$ cat config.mk
export PLATFORM = sky130hd
export DESIGN_NAME = div_issue_ctrl
export DESIGN_NICKNAME = d
export VERILOG_FILES = /design/src/rtl/div_issue_ctrl.sv
export SDC_FILE = /design/constraint.sdc
export NUM_CORES = 1
export LEC_CHECK = 0
export BUFFER_PORTS_ARGS = -buffer_cell sky130_fd_sc_hd__clkbuf_2
export CORE_MARGIN = 4
export CORE_UTILIZATION = 45
export DETAILED_ROUTE_END_ITERATION = 12
export GPL_TIMING_DRIVEN = 0
export PLACE_DENSITY = 0.75
export SLEW_MARGIN = 15
export SYNTH_ARGS = -nofsm -noshare
export SYNTH_HDL_FRONTEND = slang
export SYNTH_SLANG_ARGS = --single-unit
export TNS_END_PERCENT = 10
$ cat constraint.sdc
create_clock -name clock -period 4.4 [get_ports clock]
set_clock_uncertainty 0.1 [all_clocks]
set_input_delay 0.88 -clock clock [delete_from_list [all_inputs] [get_ports clock]]
set_output_delay 0.88 -clock clock [all_outputs]
set_load 0.03 [all_outputs]
$ cat src/rtl/div_issue_ctrl.sv
`default_nettype none
// +--------------------------------------------------------------------------+
// | Module   : div_issue_ctrl                                                |
// | Purpose  : EX-stage issue/commit controller for an iterative divider;    |
// |            owns the HI/LO registers. Optional: DIV_ZERO_BYPASS_EN.       |
// | Revision : 1.0 - initial release                                         |
// +--------------------------------------------------------------------------+
module div_issue_ctrl #(
  parameter int WIDTH        = 32,
  parameter int START_CYCLES = 1
) (
  input  logic             clock,
  input  logic             reset,
  input  logic             req_valid,
  input  logic             req_signed,
  input  logic [WIDTH-1:0] req_a,
  input  logic [WIDTH-1:0] req_b,
  input  logic             flush,
  input  logic             hi_we,
  input  logic             lo_we,
  input  logic [WIDTH-1:0] wdata,
  output logic             stall,
  output logic             done,
  output logic [WIDTH-1:0] hi,
  output logic [WIDTH-1:0] lo,
  output logic             div_start,
  output logic             div_symbol,
  output logic [WIDTH-1:0] div_a,
  output logic [WIDTH-1:0] div_b,
  input  logic             div_busy,
  input  logic [WIDTH-1:0] div_q,
  input  logic [WIDTH-1:0] div_r
);

  typedef enum logic [2:0] {
    ST_IDLE  = 3'd0,
    ST_ISSUE = 3'd1,
    ST_WAIT  = 3'd2,
    ST_DONE  = 3'd3,
    ST_DRAIN = 3'd4
  } state_t;

  localparam logic [1:0] START_LAST = 2'(START_CYCLES - 1);

  state_t           state_q, state_d;
  logic [1:0]       start_cnt_q, start_cnt_d;
  logic             div_start_q, div_start_d;
  logic             div_symbol_q, div_symbol_d;
  logic [WIDTH-1:0] div_a_q, div_a_d;
  logic [WIDTH-1:0] div_b_q, div_b_d;
  logic [WIDTH-1:0] q_buf_q, q_buf_d;
  logic [WIDTH-1:0] r_buf_q, r_buf_d;
  logic [WIDTH-1:0] hi_q, hi_d;
  logic [WIDTH-1:0] lo_q, lo_d;
  logic             seen_busy_q, seen_busy_d;
  logic             accept;
  logic             bypass;

  assign accept = req_valid & ~flush;

`ifdef DIV_ZERO_BYPASS_EN
  assign bypass = (req_b == '0);
`else
  assign bypass = 1'b0;
`endif

  always_comb begin
    state_d      = state_q;
    start_cnt_d  = start_cnt_q;
    div_start_d  = div_start_q;
    div_symbol_d = div_symbol_q;
    div_a_d      = div_a_q;
    div_b_d      = div_b_q;
    q_buf_d      = q_buf_q;
    r_buf_d      = r_buf_q;
    seen_busy_d  = seen_busy_q;
    hi_d         = hi_q;
    lo_d         = lo_q;
    stall        = 1'b0;
    done         = 1'b0;

    // MTHI/MTLO by default; a committing result overrides below.
    if (hi_we) hi_d = wdata;
    if (lo_we) lo_d = wdata;

    case (state_q)
      ST_IDLE: begin
        stall = accept;
        if (accept) begin
          div_a_d      = req_a;
          div_b_d      = req_b;
          div_symbol_d = req_signed;
          if (bypass) begin
            q_buf_d = '1;
            r_buf_d = req_a;
            state_d = ST_DONE;
          end else begin
            div_start_d = 1'b1;
            start_cnt_d = 2'd0;
            seen_busy_d = 1'b0;
            state_d     = ST_ISSUE;
          end
        end
      end
      ST_ISSUE: begin
        stall = 1'b1;
        if (flush) begin
          div_start_d = 1'b0;
          state_d     = ST_DRAIN;
        end else if (start_cnt_q == START_LAST) begin
          div_start_d = 1'b0;
          seen_busy_d = 1'b0;
          state_d     = ST_WAIT;
        end else begin
          start_cnt_d = start_cnt_q + 2'd1;
        end
      end
      ST_WAIT: begin
        stall       = 1'b1;
        seen_busy_d = seen_busy_q | div_busy;
        if (flush) begin
          state_d = ST_DRAIN;
        end else if (seen_busy_q && !div_busy) begin
          q_buf_d = div_q;
          r_buf_d = div_r;
          state_d = ST_DONE;
        end
      end
      ST_DONE: begin
        done = 1'b1;
        if (!flush) begin
          lo_d = q_buf_q;
          hi_d = r_buf_q;
        end
        state_d = ST_IDLE;
      end
      ST_DRAIN: begin
        // Cancelled divide still runs to completion before a new issue.
        stall       = req_valid;
        seen_busy_d = seen_busy_q | div_busy;
        if (seen_busy_q && !div_busy) state_d = ST_IDLE;
      end
      default: state_d = ST_IDLE;
    endcase
  end

  always_ff @(posedge clock) begin
    if (reset) begin
      state_q      <= ST_IDLE;
      start_cnt_q  <= 2'd0;
      div_start_q  <= 1'b0;
      div_symbol_q <= 1'b0;
      div_a_q      <= '0;
      div_b_q      <= '0;
      q_buf_q      <= '0;
      r_buf_q      <= '0;
      seen_busy_q  <= 1'b0;
      hi_q         <= '0;
      lo_q         <= '0;
    end else begin
      state_q      <= state_d;
      start_cnt_q  <= start_cnt_d;
      div_start_q  <= div_start_d;
      div_symbol_q <= div_symbol_d;
      div_a_q      <= div_a_d;
      div_b_q      <= div_b_d;
      q_buf_q      <= q_buf_d;
      r_buf_q      <= r_buf_d;
      seen_busy_q  <= seen_busy_d;
      hi_q         <= hi_d;
      lo_q         <= lo_d;
    end
  end

  assign div_start  = div_start_q;
  assign div_symbol = div_symbol_q;
  assign div_a      = div_a_q;
  assign div_b      = div_b_q;
  assign hi         = hi_q;
  assign lo         = lo_q;

endmodule
`default_nettype wire
==> flow_metrics.py <==
metrics = {
    "global_routing": {
        "use_met1_pct": 28.5,
        "grt_pass1_wl_um": 36900,
        "antenna_found_initial": 0,
        "grt_max_degree": 18,
        "grt_overflow_total": 0,
        "met2_usage_pct": 39.9,
        "grt_usage_pct": 23.5,
        "first_global_vias": 7116,
        "grt_use_met3_pct": 7.86,
        "top_usage_layer": "met2",
    },
    "clock_tree": {
        "root_buffer": "clkbuf_16",
        "htreeDepth": 4,
        "clock_latency_ps": 420,
        "numCtsBuffers": 17,
        "postCtsHoldBufs": 0,
        "cts_tree": "yes",
        "clkTransAtPathRegs_ps": 70,
        "post-cts-setup-buffers": 0,
        "clk_path_buf_depth": 2,
        "ctsResizeCount": 0,
        "clock_sinks": 200,
    },
    "pwr": {
        "p_int_mw": 3.12,
        "switching_power_mw": 1.36,
        "sw_frac_of_total_pct": 30.4,
        "cellLeakagePower_nw": 4.56,
        "clock_power_share_pct": 35.8,
        "p_comb_share_pct": 19.7,
        "power_mw": 4.48,
        "power_per_cell_area_mw_per_mm2": 445,
        "p_seq_share_pct": 44.5,
        "peakVddDrop_mv": 0.254,
    },
    "synth": {
        "synth.avg_cell_area_um2": 8.53,
        "synth-main-ff-cell": "dfxtp_1",
        "yosysWarnings": 0,
        "synth_edf_count": 0,
        "synth_async_sr_flop_share_pct": 0,
        "synth.distinct_cells": 35,
        "netlist_area_mm2": 0.00771,
        "ys_seq_area_share_pct": 51.9,
        "ys_seq_elements": 200,
        "syn-num-nets": 1073,
        "synthCells": 904,
    },
    "cells_and_area": {
        "n_antenna_cell": 0,
        "n_fill_cell": 1546,
        "fin_area_mm2": 0.0101,
        "drive_above_1_share_pct": 29.4,
        "seqCellArea_mm2": 0.00400,
        "multi_input_area_mm2": 0.00330,
        "final_nets": 1389,
        "synthToLayoutAreaGrowth_pct": 30.6,
        "fin_cells": 1453,
        "utilization_pct": 60.3,
    },
    "die": {
        "core_area_mm2": 0.0167,
        "fp-row-count": 47,
        "dieArea_mm2": 0.0193,
        "initial_core_util_pct": 46.2,
        "die_x_um": 139,
        "fp.dieH_um": 139,
        "io_pins": 300,
    },
    "drt": {
        "first_iter_violations": 444,
        "vias_per_cell": 5.07,
        "drcViolationCount": 0,
        "vias": 7366,
        "wl_per_cell_um": 16.1,
        "first_pass_iters": 5,
        "routed_wirelength_um": 23400,
        "ant_nets": 0,
    },
    "place": {
        "dp_cells": 1421,
        "post-place-ws_ps": 1780,
        "hpwlAfterDp_um": 18000,
        "place_congestion": 0.845,
        "place_area_mm2": 0.00947,
        "io_buffers": 297,
    },
    "worst_setup_path": {
        "cp-end-kind": "primary output",
        "start_kind": "flop",
        "worstPathArrival_ps": 1820,
        "path_max_fanout": 10,
        "path_class": "flop to primary output",
        "worstPathRequired_ps": 3420,
    },
    "timing": {
        "worst_pin_slew_ps": 839,
        "finalCritPeriodShare_pct": 63.7,
        "tns_ps": 0,
        "fmax_ghz": 0.357,
        "period_minus_slack_ps": 2800,
        "whs_ps": 352,
        "fin_ws_ps": 1600,
        "finalSetupViolCount": 0,
        "slew_viol_final": 0,
        "maxSlewHeadroom_pct": 43.7,
        "hold_viol_final": 0,
        "rsz0062_at_grt": "false",
    },
    "flow_run": {
        "max_cap_violations": 0,
    },
    "hold_path": {
        "min_path_type": "flop to flop",
    },
    "run_status": {
        "status": "finished clean",
    },
}
[cells in the mapped netlist, types with 2 or more instances]
cell      instances  area [µm²]
o211ai_1          2        15.0
or4_1             2        15.0
nor2_1           69         259
a21oi_1         133         666
a211oi_1         64         480
inv_1             4        15.0
clkbuf_1         34         128
o21ai_0           3        15.0
nor2b_1           3        18.8
or2_2             2        12.5
buf_2            18        90.1
mux2i_1          67         671
nand2_1         262         983
and2b_1           2        15.0
buf_6            12         135
buf_1             8        30.0
nand3_1           2        10.0
dfxtp_1         200        4000
[cell type report]
class                      instances  share of cell area, %
buffer                            73                   3.87
sequential                       200                   39.7
inverter                           4                  0.149
clock inverter                    13                   1.66
clock buffer                      19                   4.30
multi-input combinational        627                   32.8
timing repair buffer             297                   14.8
tap                              220                   2.73
[logic make-up after synthesis]
kind of cell,share of synthesized area [%]
flip-flops,51.9
AO/OA/AOI/OAI,15.8
XOR/XNOR,0.114
buffers and inverters,5.26
multiplexers,8.84
adder cells (fa/ha/maj),0.162
AND/OR/NAND/NOR,17.9
[state kept, by name (all words and copies together), names as in the netlist]
| name | count |
|---|---|
| div_a | 32 |
| div_b | 32 |
| lo | 32 |
| div_symbol | 1 |
| seen_busy_q | 1 |
| r_buf_q | 32 |
| q_buf_q | 32 |
| hi | 32 |
| div_start | 1 |
| start_cnt_q | 2 |
| state_q | 3 |
[placed cells by master (no fill, tap or decap), drive strengths merged, types with 2 or more instances in the layout]
| cell type | n |
|---|---|
| a211oi | 64 |
| a21oi | 133 |
| and2b | 2 |
| buf | 39 |
| bufinv | 3 |
| clkbuf | 350 |
| clkinv | 4 |
| dfxtp | 200 |
| inv | 9 |
| mux2i | 67 |
| nand2 | 262 |
| nand2b | 2 |
| nand3 | 2 |
| nor2 | 69 |
| nor2b | 3 |
| o211ai | 2 |
| o21ai | 3 |
| or2 | 2 |
| or4 | 2 |
[layer usage]
metal	wire (µm)	share of wire (%)
met1	9550	41
met2	11300	48
met3	2110	9.0
met4	442	1.9
met5	0	0
[critical path: stages, from the launching register on]
cell and delay, ps:
dfxtp_1 310, buf_2 200, clkbuf_1 350, inv_1 190
nor2_1 140, clkbuf_2 220
[power by group through the flow]
stage	Clock (mW)	Sequential, mW	Combinational, mW
5_1_grt	1.70	2.01	0.960
4_1_cts	1.63	2.00	0.889
2_1_floorplan	0	2.24	0.364
6_report	1.61	2.00	0.882
3_3_place_gp	0	2.03	0.876
3_5_place_dp	0	2.04	0.884
[final timing paths]
check                                    start              to  slack [ps]  cells past startpoint
worst max-delay path                state_q[0]            done        1600                      5
worst min-delay path            start_cnt_q[1]  start_cnt_q[1]         350                      2
worst max register to register      state_q[0]      state_q[0]        2390                      5
worst min register to register  start_cnt_q[1]  start_cnt_q[1]         350                      2
(Power assumes the default switching activity.)
